<file path="src/rtl/lsu_pkg.sv">
// Shared definitions for the load/store unit: lsu_mode bit positions, access
// size encodings and the FSM state type.
package lsu_pkg;

    localparam int MODE_MEM   = 4;
    localparam int MODE_STORE = 3;
    localparam int MODE_UNS   = 2;

    localparam logic [1:0] SZ_B = 2'b00;
    localparam logic [1:0] SZ_H = 2'b01;
    localparam logic [1:0] SZ_W = 2'b10;

    typedef enum logic [1:0] {
        ST_IDLE,
        ST_REQ,
        ST_WAIT,
        ST_DONE
    } lsu_state_e;

endpackage

</file>
<file path="src/rtl/lsu_align.sv">
// Combinational byte-lane steering: store data replication and strobes, and
// load lane extraction with sign/zero extension. Size 2'b11 behaves as word.
module lsu_align
    import lsu_pkg::*;
(
    input  logic [1:0]  addr_lo,
    input  logic [1:0]  size,
    input  logic        uns,
    input  logic [31:0] sd,
    input  logic [31:0] rdata,
    output logic [31:0] wdata,
    output logic [3:0]  wmask,
    output logic [31:0] ldata
);

    logic [7:0]  byte_v;
    logic [15:0] half_v;

    assign byte_v = rdata[{addr_lo, 3'b000} +: 8];
    assign half_v = addr_lo[1] ? rdata[31:16] : rdata[15:0];

    always_comb begin
        wdata = sd;
        wmask = 4'b1111;
        ldata = rdata;
        case (size)
            SZ_B: begin
                wdata = {4{sd[7:0]}};
                wmask = 4'b0001 << addr_lo;
                ldata = {{24{~uns & byte_v[7]}}, byte_v};
            end
            SZ_H: begin
                // addr_lo[0] is ignored: halfwords are aligned down
                wdata = {2{sd[15:0]}};
                wmask = 4'b0011 << {addr_lo[1], 1'b0};
                ldata = {{16{~uns & half_v[15]}}, half_v};
            end
            default: ;
        endcase
    end

endmodule

</file>
<file path="src/rtl/lsu.sv">
// Load/store unit: one memory transaction per instruction over valid/ready
// buses. Define LSU_MISALIGN_CHECK_EN to trap misaligned half/word accesses.
//
// Handshakes: a transfer happens on a rising edge where valid && ready; the
// sender holds valid and its payload stable until that edge.
module lsu
    import lsu_pkg::*;
#(
    parameter int ADDR_W = 32
) (
    input  logic              clk,
    input  logic              rst_n,
    input  logic              in_valid,
    output logic              in_ready,
    input  logic [ADDR_W-1:0] exu_data,
    input  logic [ADDR_W-1:0] store_data,
    input  logic [4:0]        lsu_mode,
    output logic              mem_req_valid,
    input  logic              mem_req_ready,
    output logic [ADDR_W-1:0] mem_addr,
    output logic              mem_wen,
    output logic [ADDR_W-1:0] mem_wdata,
    output logic [3:0]        mem_wmask,
    input  logic              mem_resp_valid,
    input  logic [ADDR_W-1:0] mem_rdata,
    output logic              out_valid,
    input  logic              out_ready,
    output logic [ADDR_W-1:0] lsu_data,
    output logic              lsu_err,
    output lsu_state_e        dbg_state
);

    lsu_state_e        state, state_next;
    logic [ADDR_W-1:0] addr_q, sd_q, lsu_data_q;
    logic [4:0]        mode_q;
    logic [31:0]       wdata_al, ldata_al;
    logic [3:0]        wmask_al;
    logic              is_req, is_st, mis;

`ifdef LSU_MISALIGN_CHECK_EN
    logic err_q;
    assign mis = (lsu_mode[1:0] == SZ_H && exu_data[0]) ||
                 (lsu_mode[1] && exu_data[1:0] != 2'b00);
    assign lsu_err = err_q;
`else
    assign mis = 1'b0;
    assign lsu_err = 1'b0;
`endif

    lsu_align u_align (
        .addr_lo (addr_q[1:0]),
        .size    (mode_q[1:0]),
        .uns     (mode_q[MODE_UNS]),
        .sd      (sd_q),
        .rdata   (mem_rdata),
        .wdata   (wdata_al),
        .wmask   (wmask_al),
        .ldata   (ldata_al)
    );

    always_comb begin
        state_next = state;
        case (state)
            ST_IDLE: if (in_valid) state_next = (!lsu_mode[MODE_MEM] || mis) ? ST_DONE : ST_REQ;
            ST_REQ:  if (mem_req_ready) state_next = ST_WAIT;
            ST_WAIT: if (mem_resp_valid) state_next = ST_DONE;
            ST_DONE: if (out_ready) state_next = ST_IDLE;
            default: state_next = ST_IDLE;
        endcase
    end

    always_ff @(posedge clk) begin
        if (!rst_n) state <= ST_IDLE;
        else        state <= state_next;
    end

    // Result registers change only on entry into DONE
    always_ff @(posedge clk) begin
        if (!rst_n) begin
            addr_q     <= '0;
            sd_q       <= '0;
            mode_q     <= '0;
            lsu_data_q <= '0;
`ifdef LSU_MISALIGN_CHECK_EN
            err_q      <= 1'b0;
`endif
        end else if (state == ST_IDLE && in_valid) begin
            addr_q <= exu_data;
            sd_q   <= store_data;
            mode_q <= lsu_mode;
            if (!lsu_mode[MODE_MEM] || mis) lsu_data_q <= exu_data;
`ifdef LSU_MISALIGN_CHECK_EN
            if (!lsu_mode[MODE_MEM] || mis) err_q <= lsu_mode[MODE_MEM] & mis;
`endif
        end else if (state == ST_WAIT && mem_resp_valid) begin
            lsu_data_q <= mode_q[MODE_STORE] ? '0 : ldata_al;
`ifdef LSU_MISALIGN_CHECK_EN
            err_q      <= 1'b0;
`endif
        end
    end

    assign is_req = (state == ST_REQ);
    assign is_st  = is_req & mode_q[MODE_STORE];

    assign in_ready      = (state == ST_IDLE);
    assign mem_req_valid = is_req;
    assign mem_addr      = is_req ? {addr_q[ADDR_W-1:2], 2'b00} : '0;
    assign mem_wen       = is_st;
    assign mem_wdata     = is_st ? wdata_al : '0;
    assign mem_wmask     = is_st ? wmask_al : 4'b0000;
    assign out_valid     = (state == ST_DONE);
    assign lsu_data      = lsu_data_q;
    assign dbg_state     = state;

endmodule
</file>
<file path="config.mk">
export PLATFORM = sky130hd
export DESIGN_NAME = lsu
export DESIGN_NICKNAME = d
export VERILOG_FILES = /design/src/rtl/lsu_pkg.sv /design/src/rtl/lsu_align.sv /design/src/rtl/lsu.sv
export SDC_FILE = /design/constraint.sdc
export NUM_CORES = 1
export LEC_CHECK = 0
export ABC_CLOCK_PERIOD_IN_PS = 1500
export BUFFER_PORTS_ARGS = -buffer_cell sky130_fd_sc_hd__buf_2
export CORE_AREA = 10 10 122 124
export DETAILED_ROUTE_END_ITERATION = 10
export DIE_AREA = 0 0 132 134
export PLACE_DENSITY = 0.76
export SETUP_SLACK_MARGIN = 0.4
export SYNTH_ARGS = -nofsm -noshare
export SYNTH_HDL_FRONTEND = slang
export SYNTH_SLANG_ARGS = --single-unit
</file>
<file path="constraint.sdc">
create_clock -name clk -period 1.5 [get_ports clk]
set_input_delay 0.3 -clock clk [delete_from_list [all_inputs] [get_ports clk]]
set_output_delay 0.3 -clock clk [all_outputs]
set_load 0.03 [all_outputs]
</file>
* Word-level counts from Yosys, hierarchy flattened
Cells that the tools add are included.
Cells by class: eq/ne operators 9, shifts and indexed selects 3, multiplexer cells 17, bitwise logic cells 4, reductions and logical operators 7
Operators with widths (count):
- two-way mux 32 bit | 6
- one-hot mux 32 bit (2 select lines) | 2
- indexed part select 32 x 6 -> 8 bit | 1
- two-way mux 16 bit | 1
- two-way mux 2 bit | 5
- inequality test 2 bit, second input constant | 4
- one-hot mux 2 bit (4 select lines) | 1
- one-hot mux 4 bit (2 select lines) | 1
- equality test 2 x 1 -> 1 bit, second input constant | 2
- equality test 2 bit, second input constant | 2
- zero test 2 bit | 2
- two-way mux 4 bit | 1
- AND reduction 4 bit | 1
- left shift 1 x 2 -> 4 bit, first input constant | 1
- left shift 2 x 2 -> 4 bit, first input constant | 1
- bitwise AND 1 bit | 3
- logical AND 1 bit | 2
- inequality test 2 x 1 -> 1 bit, second input constant | 1
- AND reduction 2 bit | 1
- nonzero test 2 bit | 1
- NOT 1 bit | 1
Word-level totals: flip-flop bits (word level) 102, input port bits 107, output and inout port bits 107, logic and storage cells 45

* Depth between registers and ports, before layout
Gate-level depths: netlist of the first run.
depth after elaboration 6, depth in mapped cells 8, depth with buffers taken out 6

* Modules after synthesis
From an unflattened synthesis of the first run, not the netlist that was laid out.
Second synthesis, totals: cell total of the unflattened synthesis 724, area, all modules 5718.0 um^2
Modules (own cells, without submodules):
- lsu | instances 1, cells each 553, area each 4426.7 um^2, sequential area each 2042.0 um^2
- lsu_align | instances 1, cells each 171, area each 1291.2 um^2, sequential area each 0.0 um^2

* Worst setup path before layout of the first run
Ideal clock, no wire load.
kind register to output, from register state[0], in the netlist dbg_state[0], to output port mem_wmask[3], data arrival time 2.155 ns, required time 1.200 ns, setup slack -0.955 ns, cell stages (with the launch flop) 6, path through dfxtp_1 ha_1 nand2_1 inv_1 o21ai_0 a21oi_1
Between the ends: cells in the longest elaborated chain, start to end 3
Ends and longest elaborated chain:
- start: declaration | line lsu.sv:33 | lsu_state_e state, state_next;
- start signal: assignment | line lsu.sv:74 | else state <= state_next;
- equality test 2 x 1 -> 1 bit | line lsu.sv:103 | assign is_req = (state == ST_REQ);
- named net mem_req_valid | line lsu.sv:18 | output logic mem_req_valid,
- bitwise AND 1 bit | line lsu.sv:104 | assign is_st = is_req & mode_q[MODE_STORE];
- named net mem_wen | line lsu.sv:21 | output logic mem_wen,
- two-way mux 4 bit | line lsu.sv:111 | assign mem_wmask = is_st ? wmask_al : 4'b0000;
- end: declaration | line lsu.sv:23 | output logic [3:0] mem_wmask,
The timed path passes the listed nets, and every way through them passes these cells.

* Worst setup path after layout of the first run
from register state[1], in the netlist dbg_state[1], to output port mem_wdata[15]
Between the ends: cells in the longest elaborated chain, start to end 3
Ends and longest elaborated chain:
- equality test 2 x 1 -> 1 bit | line lsu.sv:103
- bitwise AND 1 bit | line lsu.sv:104
- two-way mux 32 bit | line lsu.sv:110 | assign mem_wdata = is_st ? wdata_al : '0;
- end: declaration | line lsu.sv:22 | output logic [ADDR_W-1:0] mem_wdata,
No other way between the ends.

==> results of run 1 <==
## worst max-delay path, cell delays in order (launching register included)
cell and delay [ns]:
dfxtp_4 0.36, inv_4 0.07, ha_4 0.21, nand2_8 0.14, buf_12 0.18, a21oi_4 0.15, buf_6 0.16
## worst paths after layout
check	cells after the start	end	slack (ns)
worst max register to register	10	lsu_data[3]$_SDFFE_PN0P_	-0.37
worst max-delay path	6	mem_wdata[15]	-0.45
worst min-delay path	3	mode_q[2]$_SDFFE_PN0P_	0.18
worst min register to register	2	addr_q[27]$_SDFFE_PN0P_	0.47
## what timing repair did
action / CTS / global route
setup buffers: 32 / 24
endpoints found under the setup margin: 206 / 206
gates resized for setup: 293 / 220
pin swaps: 58 / 92
gates cloned: 15 / 5
## layer usage
metal	routed length [um]	vias up	share of wire (%)	track usage (%)
li1	-	3072	-	-
met1	10600	3416	34	30.6
met2	14800	578	48	48.6
met3	3210	188	10	8.96
met4	2260	2	7.3	15.9
met5	14	-	0.045	0
## where the power goes
group | leakage [nW] | total, mW | internal (mW) | switching, mW
Combinational | 3.39 | 10.4 | 5.03 | 5.33
Sequential | 0.852 | 4.08 | 3.43 | 0.653
Clock | 0.148 | 2.55 | 1.36 | 1.18
Total | 4.39 | 17.0 | 9.83 | 7.17
## flip-flops by register name, indices dropped and copies added, names as in the netlist
name       count
lsu_data      32
sd_q          32
addr_q        32
dbg_state      2
mode_q         4
## stage by stage
| step | cells | setup WS [ns] | instance area [um2] |
|---|---|---|---|
| final | 1199 | -0.450 | 10600 |
| after floorplan | 696 | -0.123 | 6060 |
| after CTS | 1169 | -0.399 | 9550 |
| after detailed placement | 1106 | -0.149 | 7690 |
| after global routing | 1198 | -0.481 | 10600 |
| after global placement | 1106 | -0.0948 | 7690 |
## area by class of cell
class / instances / share of cell area [%]
Inverter: 10 / 0.496
Clock buffer: 11 / 2.29
Timing Repair Buffer: 371 / 34.3
Clock inverter: 5 / 0.626
Tap cell: 172 / 2.03
Antenna cell: 1 / 0.0236
Multi-Input combinational cell: 527 / 40.4
Sequential cell: 102 / 19.8
## logic make-up (layout without fill, tap and decap cells)
| kind of cell | count (synthesis) | in the layout | synth area share [%] |
|---|---|---|---|
| AO/OA/AOI/OAI | 201 | 201 | 25.0 |
| adder cells (fa/ha/maj) | 5 | 5 | 1.16 |
| buffers and inverters | 68 | 397 | 6.47 |
| flip-flops | 102 | 102 | 37.8 |
| multiplexers | 27 | 27 | 5.40 |
| other | 1 | 4 | 0.0695 |
| AND/OR/NAND/NOR | 290 | 291 | 24.1 |
## layout by cell type (no fill, tap or decap), types with 7 or more instances in the layout
master / n
a21oi_1: 15
a21oi_2: 66
a21oi_4: 8
a22o_1: 7
a22oi_1: 21
a31oi_1: 7
a31oi_2: 10
and2_4: 32
and3_4: 9
buf_12: 26
buf_16: 14
buf_2: 121
buf_4: 81
buf_6: 123
clkbuf_16: 13
dfxtp_1: 64
dfxtp_2: 33
mux2_2: 7
mux2i_1: 10
mux2i_2: 8
nand2_1: 85
nand2_2: 53
nand2_4: 37
nor2_1: 21
nor2_2: 7
nor2_4: 20
o211ai_1: 21
o21ai_1: 21
o221a_1: 7
==> flow_metrics.env, run 1 <==
export IMPL_status="complete, but fails checks"
export IMPL_failed_checks="negative setup slack"
export IMPL_cts_htree_levels=3
export IMPL_period_needed_ns=1.95
export IMPL_finalSetupViolCount=173
export IMPL_dp_hpwl_um=16500
export IMPL_setup_slack_ns=-0.450
export IMPL_avgSynthCellArea_um2=7.77
export IMPL_synth_top_cells_by_count="177 x nand2_1, 102 x dfxtp_1, 88 x a21oi_1, 47 x nor2_1, 30 x and2_1"
export IMPL_grt_pass1_wl_um=40000
export IMPL_synth_area_um2=5400
export IMPL_route_detailed_drc=0
export IMPL_cap_violations=0
export IMPL_clock_sinks=102
export IMPL_io_pins=214
export IMPL_dr_pass1_iters=6
export IMPL_drt_total_wl_um=30800
export IMPL_yosysUniqueCellTypes=50
export IMPL_min_delay_start="lsu_mode[2]"
export IMPL_cp_end_kind="output pin"
export IMPL_drtIter0Drc=866
export IMPL_ys_async_sr_fraction_pct=0
export IMPL_numCtsBuffers=9
export IMPL_yosysMostFrequentCell="nand2_1"
export IMPL_initial_utilization_pct=43.3
export IMPL_hold_buffers=0
export IMPL_final_util_pct=85.0
export IMPL_synth_edf_count=0
export IMPL_crit_fanout=7
export IMPL_cts_tree="built"
export IMPL_cts_root_buf="clkbuf_16"
export IMPL_antenna_found_initial=2
export IMPL_rsz0062_at_grt="true"
export IMPL_tns_ns=-46.50
export IMPL_hold_viol_final=0
export IMPL_worstReg2RegStart="dbg_state[0]$_SDFFE_PN0P_"
export IMPL_track_usage_pct=28.4
export IMPL_regArea_um2=2100
export IMPL_cellPowerDensity_nw_per_um2=1600
export IMPL_die_w_um=132
export IMPL_synth_top_area_share_pct=37.8
export IMPL_rows=41
export IMPL_synth_flop_cell="dfxtp_1"
export IMPL_die_area_um2=17700
export IMPL_vias=7256
export IMPL_vias_per_cell=6.05
export IMPL_multi_input_area_um2=4280
export IMPL_finalPower_mw=17.0
export IMPL_min_delay_path_class="in2reg"
export IMPL_first_global_vias=7033
export IMPL_area_growth_pct=96.4
export IMPL_ys_top_cells_by_area="dfxtp_1 38%, nand2_1 12%, a21oi_1 8.2%"
export IMPL_synth_seq_cells=102
export IMPL_drive_above_1_share_pct=69.9
export IMPL_gp_congestion=0.905
export IMPL_grt_max_degree=38
export IMPL_slew_headroom_pct=58.0
export IMPL_worst_pin_slew_ns=0.631
export IMPL_die_y_um=134
export IMPL_postRouteAntennaNets=0
export IMPL_port_buffers=210
export IMPL_ctsLongestPathBuffers=2
export IMPL_cp_startpoint="dbg_state[1]$_SDFFE_PN0P_"
export IMPL_critPathArrivalTime_ns=1.65
export IMPL_leakagePower_nw=4.39
export IMPL_worst_skew_pair_late_latency_ns=0.37
export IMPL_cp_start_kind="flop"
export IMPL_max_freq_mhz=513
export IMPL_overflow=0
export IMPL_whs_ns=0.179
export IMPL_yosys_warnings=0
export IMPL_nNetsFinal=1133
export IMPL_synth_top_cell_by_area="dfxtp_1"
export IMPL_wl_per_cell_um=25.7
export IMPL_synth_cells=694
export IMPL_finalCritPeriodShare_pct=130
export IMPL_finClkSkew_ns=0.0138
export IMPL_peakVddDrop_uv=745
export IMPL_path_clk_slew_ns=0.08
export IMPL_required_ns=1.20
export IMPL_yosysSeqAreaShare_pct=37.8
export IMPL_core_area_um2=12500
export IMPL_fillers=591
export IMPL_worst_setup_path_type="reg2out"
export IMPL_slew_violations=0
Note: power is estimated with default switching activity, not from simulation.
==> inputs of run 2 (changes only) <==
ABC_CLOCK_PERIOD_IN_PS = 1700   (was 1500)
clock period = 1.7 ns   (was 1.5 ns; I/O delays follow)
==> run 2 against run 1 <==
Flip-flop and latch count stayed put. Clock skew up 0.0024 ns. Register-to-register slack better by 0.14 ns. Clock power decreased by 16%. The flow still finishes with violations (negative setup slack). Final area rose by 2.2%. Largest cell class unchanged. Core utilization rose by 1.9 points.
==> flow_metrics.env, run 2 (same netlist as run 1, synthesis figures left out) <==
export IMPL_finalSetupViolCount=131
export IMPL_die_area_um2=17700
export IMPL_dp_cells=1068
export IMPL_cts_tree="built"
export IMPL_rows=41
export IMPL_failed_checks="negative setup slack"
export IMPL_setup_slack_ns=-0.269
export IMPL_numCtsBuffers=9
export IMPL_place_ws_ns=0.0419
export IMPL_whs_ns=0.218
export IMPL_vias=7287
export IMPL_clock_sinks=102
export IMPL_initial_utilization_pct=43.3
export IMPL_cpMaxStageDelayCell="dfxtp_4"
export IMPL_cp_start_kind="flop"
export IMPL_area_growth_pct=101
export IMPL_hold_buffers=0
export IMPL_final_util_pct=86.9
export IMPL_cap_violations=0
export IMPL_grt_pass1_wl_um=40100
export IMPL_path_clk_slew_ns=0.08
export IMPL_cts_root_buf="clkbuf_16"
export IMPL_ctsLongestPathBuffers=2
export IMPL_core_area_um2=12500
export IMPL_fin_area_um2=10800
export IMPL_gp_congestion=0.926
export IMPL_die_y_um=134
export IMPL_nNetsFinal=1093
export IMPL_cellPowerDensity_nw_per_um2=1390
export IMPL_min_delay_path_class="in2reg"
export IMPL_drt_total_wl_um=33000
export IMPL_drive_above_1_share_pct=72.1
export IMPL_crit_family="flip-flops"
export IMPL_mostFrequentLayoutCells="133 x buf_2, 95 x dfxtp_1, 89 x buf_6"
export IMPL_die_w_um=132
export IMPL_finalPower_mw=15.0
export IMPL_track_usage_pct=28.7
export IMPL_critPathArrivalTime_ns=1.63
export IMPL_cp_cell_sequence="ha_4 -> nand2_8 -> buf_12 -> a21oi_4 -> buf_6"
export IMPL_leakagePower_nw=4.53
export IMPL_dp_hpwl_um=16000
export IMPL_overflow=0
export IMPL_peakVddDrop_uv=713
export IMPL_finalCritPeriodShare_pct=116
export IMPL_crit_fanout=8
export IMPL_finClkSkew_ns=0.0162
export IMPL_io_pins=214
export IMPL_first_global_vias=6882
export IMPL_grt_max_degree=44
export IMPL_path_buf_inv=2
export IMPL_tns_ns=-17.91
export IMPL_wl_per_cell_um=28.4
export IMPL_route_detailed_drc=0
export IMPL_required_ns=1.36
export IMPL_cp_end_kind="output pin"
export IMPL_period_needed_ns=1.97
export IMPL_final_common_cell="buf_2"
export IMPL_port_buffers=210
export IMPL_max_freq_mhz=508
export IMPL_worst_setup_path_type="reg2out"
export IMPL_cpPeakStageDelay_ns=0.41
export IMPL_worst_skew_pair_late_latency_ns=0.38
export IMPL_hold_viol_final=0
export IMPL_cts_htree_levels=3
export IMPL_rsz0062_at_grt="true"
export IMPL_vias_per_cell=6.28
export IMPL_drtIter0Drc=1026
export IMPL_antenna_found_initial=4
export IMPL_dpl_cell_area_um2=7450
export IMPL_dr_pass1_iters=7
export IMPL_fillers=548
export IMPL_final_cell_count_no_fill=1160
export IMPL_postRouteAntennaNets=0
export IMPL_slew_violations=0
export IMPL_regArea_um2=2060
export IMPL_status="complete, but fails checks"
export IMPL_multi_input_area_um2=4710
[run 2: cell count changes in the layout (fill, tap and decap cells not counted), sizes merged]
cell and delta:
buf -49, clkbuf +8, and2 -1, bufbuf +1
bufinv -1, clkinv +1, clkinvlp +1, diode +1
[run 2: cell type report]
type | count | share of cell area (%)
Clock buffer | 10 | 2.21
Multi-Input combinational cell | 526 | 43.4
Tap cell | 172 | 1.99
Sequential cell | 102 | 19.0
Antenna cell | 2 | 0.0462
Clock inverter | 6 | 0.485
Timing Repair Buffer | 332 | 32.3
Inverter | 10 | 0.497
[run 2: worst min-delay path: cells and delay by family]
family          cells  cell delay, ns
buf+inv             1            0.11
compound gates      1            0.04
simple gates        1            0.06
[run 2: routing by layer]
metal | up-vias | share of wire, % | GRT usage, %
met5 | - | 0.12 | 0
met4 | 6 | 8.7 | 15.0
met3 | 261 | 12 | 8.48
met2 | 652 | 47 | 49.0
met1 | 3392 | 33 | 31.7
li1 | 2976 | - | -
[run 2: worst paths after layout]
path,from,endpoint,slack (ns),depth (start not counted)
max,dbg_state[0]$_SDFFE_PN0P_,mem_wdata[12],-0.27,5
min,lsu_mode[0],mode_q[0]$_SDFFE_PN0P_,0.22,3
max reg2reg,dbg_state[1]$_SDFFE_PN0P_,lsu_data[9]$_SDFFE_PN0P_,-0.23,10
min reg2reg,addr_q[30]$_SDFFE_PN0P_,addr_q[30]$_SDFFE_PN0P_,0.47,2
[run 2: power breakdown]
| part | total [mW] | internal [mW] | switching [mW] |
|---|---|---|---|
| clock network | 2.15 | 1.06 | 1.09 |
| logic | 9.35 | 4.28 | 5.07 |
| registers | 3.54 | 2.97 | 0.568 |
| total | 15.0 | 8.31 | 6.73 |
[run 2: timing repair]
action	4_1_cts	5_1_grt
resized for setup	244	298
pin swaps	46	115
endpoints found under the setup margin	153	180
cloned	19	11
buffers inserted	31	13
==> inputs of run 3 (changes only) <==
ABC_CLOCK_PERIOD_IN_PS = 1900   (was 1700)
CORE_AREA = 10 10 116 118   (was 10 10 122 124)
DIE_AREA = 0 0 126 128   (was 0 0 132 134)
PLACE_DENSITY = 0.8   (was 0.76)
clock period = 1.9 ns   (was 1.7 ns; I/O delays follow)
==> run 3 against run 2 <==
The run still ends with negative setup slack left. Clock power fell by 6%. Wire length up 8.2%. Total power decreased by 12%. Critical endpoint is now lsu_data[18]$_SDFFE_PN0P_. Largest power group unchanged.
==> flow_metrics.env, run 3 (same netlist as run 1, synthesis figures left out) <==
export IMPL_peakVddDrop_uv=796
export IMPL_grt_pass1_wl_um=41000
export IMPL_final_util_pct=92.0
export IMPL_mostFrequentLayoutCells="139 x buf_2, 103 x buf_6, 98 x nand2_1"
export IMPL_cp_cell_sequence="inv_4 -> buf_4 -> buf_6 -> ha_4 -> and2_4 -> o21ai_4 -> buf_6 -> buf_12 -> nor2_4 -> a31oi_1"
export IMPL_p_sw_share_pct=46.0
export IMPL_cpPeakStageDelay_ns=0.37
export IMPL_cp_end_kind="flop"
export IMPL_rsz0062_at_grt="true"
export IMPL_drive_above_1_share_pct=66.8
export IMPL_slew_violations=0
export IMPL_fillers=349
export IMPL_pwr_share_comb_pct=60.4
export IMPL_place_ws_ns=0.173
export IMPL_critPathMostFrequentCell="buf_6"
export IMPL_worst_pin_slew_ns=0.732
export IMPL_clock_sinks=102
export IMPL_numCtsBuffers=9
export IMPL_finClkSkew_ns=0.0133
export IMPL_rows=39
export IMPL_dpl_cell_area_um2=7150
export IMPL_finalSetupViolCount=130
export IMPL_initial_utilization_pct=48.1
export IMPL_worst_skew_pair_late_latency_ns=0.37
export IMPL_vias=7753
export IMPL_max_freq_mhz=473
export IMPL_leakagePower_nw=4.26
export IMPL_io_pins=214
export IMPL_fin_area_um2=10300
export IMPL_crit_family="buffers and inverters"
export IMPL_overflow=0
export IMPL_die_area_um2=16100
export IMPL_path_buf_inv=5
export IMPL_core_area_um2=11200
export IMPL_port_buffers=210
export IMPL_hold_viol_final=0
export IMPL_cellPowerDensity_nw_per_um2=1290
export IMPL_critPathArrivalTime_ns=2.36
export IMPL_hold_buffers=0
export IMPL_route_detailed_drc=0
export IMPL_first_global_vias=6990
export IMPL_failed_checks="negative setup slack"
export IMPL_die_w_um=126
export IMPL_path_clk_slew_ns=0.09
export IMPL_gp_congestion=0.923
export IMPL_area_growth_pct=91.3
export IMPL_p_seq_share_pct=24.3
export IMPL_min_delay_path_class="in2reg"
export IMPL_crit_fanout=8
export IMPL_cp_start_kind="flop"
export IMPL_vias_per_cell=6.89
export IMPL_required_ns=2.15
export IMPL_antenna_found_initial=3
export IMPL_cts_tree="built"
export IMPL_final_common_cell="buf_2"
export IMPL_cts_root_buf="clkbuf_16"
export IMPL_tns_ns=-6.92
export IMPL_ctsLongestPathBuffers=2
export IMPL_cts_htree_levels=3
export IMPL_clkPwrFrac_pct=15.3
export IMPL_cpMaxStageDelayCell="dfxtp_4"
export IMPL_p_int_mw=7.17
export IMPL_finalCritPeriodShare_pct=111
export IMPL_p_sw_mw=6.10
export IMPL_postRouteAntennaNets=0
export IMPL_setup_slack_ns=-0.213
export IMPL_nNetsFinal=1087
export IMPL_slew_headroom_pct=51.2
export IMPL_dp_hpwl_um=15300
export IMPL_grt_max_degree=48
export IMPL_status="complete, but fails checks"
export IMPL_drt_total_wl_um=35700
export IMPL_cap_violations=0
export IMPL_worst_setup_path_type="reg2reg"
export IMPL_drtIter0Drc=1424
export IMPL_wl_per_cell_um=31.7
export IMPL_dr_pass1_iters=9
export IMPL_period_needed_ns=2.11
export IMPL_die_y_um=128
export IMPL_track_usage_pct=32.1
export IMPL_whs_ns=0.256
[run 3: cell types whose count changed in the layout (fill, tap and decap cells not counted), sizes merged]
cell	delta
and2	+2
bufbuf	-1
bufinv	+1
clkbuf	-8
clkinvlp	-1
nand2	+1
[run 3: path summary, 6_finish.rpt]
path	slack (ns)	cells after the start	endpoint	from
max reg2reg	-0.21	10	lsu_data[18]$_SDFFE_PN0P_	dbg_state[1]$_SDFFE_PN0P_
min	0.26	3	sd_q[19]$_SDFFE_PN0P_	store_data[19]
min reg2reg	0.46	2	addr_q[27]$_SDFFE_PN0P_	addr_q[27]$_SDFFE_PN0P_
max	-0.21	10	lsu_data[18]$_SDFFE_PN0P_	dbg_state[1]$_SDFFE_PN0P_
[run 3: what timing repair did]
| item | 4_1_cts | 5_1_grt |
|---|---|---|
| setup buffers | 35 | 23 |
| setup endpoints to repair | 157 | 172 |
| pin swaps | 80 | 90 |
| gates resized for setup | 333 | 218 |
| cloned | 17 | 5 |
[run 3: area by class of cell]
type	count	area (um2)	share of cell area, %
Tap cell	143	179	1.73
Inverter	10	58.8	0.570
Clock buffer	10	239	2.32
Antenna cell	2	5.00	0.0485
Multi-Input combinational cell	529	4650	45.1
Timing Repair Buffer	323	3050	29.6
Clock inverter	6	67.6	0.655
Sequential cell	102	2060	20.0
[run 3: power by group through the flow]
stage	clock [mW]	combinational, mW	sequential (mW)
floorplan	0	2.68	3.44
global placement	0	4.21	3.02
detailed placement	0	4.27	3.04
CTS	1.94	6.00	3.02
global route	2.07	8.17	3.24
finish	2.03	8.02	3.23
[run 3: per-layer routing]
layer	vias to the layer above	part of all wire, %	global-route usage, %
met1	3582	31	34.5
met3	338	12	8.85
met4	6	11	20.8
met5	-	0.12	0
met2	844	46	54.6
li1	2983	-	-
[run 3: worst reg2reg max path: stages, from the launching register on]
cell and delay, ns:
dfxtp_4 0.37, inv_4 0.04, buf_4 0.12, buf_6 0.12, ha_4 0.21, and2_4 0.20, o21ai_4 0.26, buf_6 0.17
buf_12 0.16, nor2_4 0.05, a31oi_1 0.29
[run 3: metrics by stage]
stage / cells / power [mW]
4_1_cts: 1095 / 11.0
3_5_place_dp: 1027 / 7.31
2_1_floorplan: 696 / 6.12
6_report: 1125 / 13.3
5_1_grt: 1123 / 13.5
3_3_place_gp: 1027 / 7.23
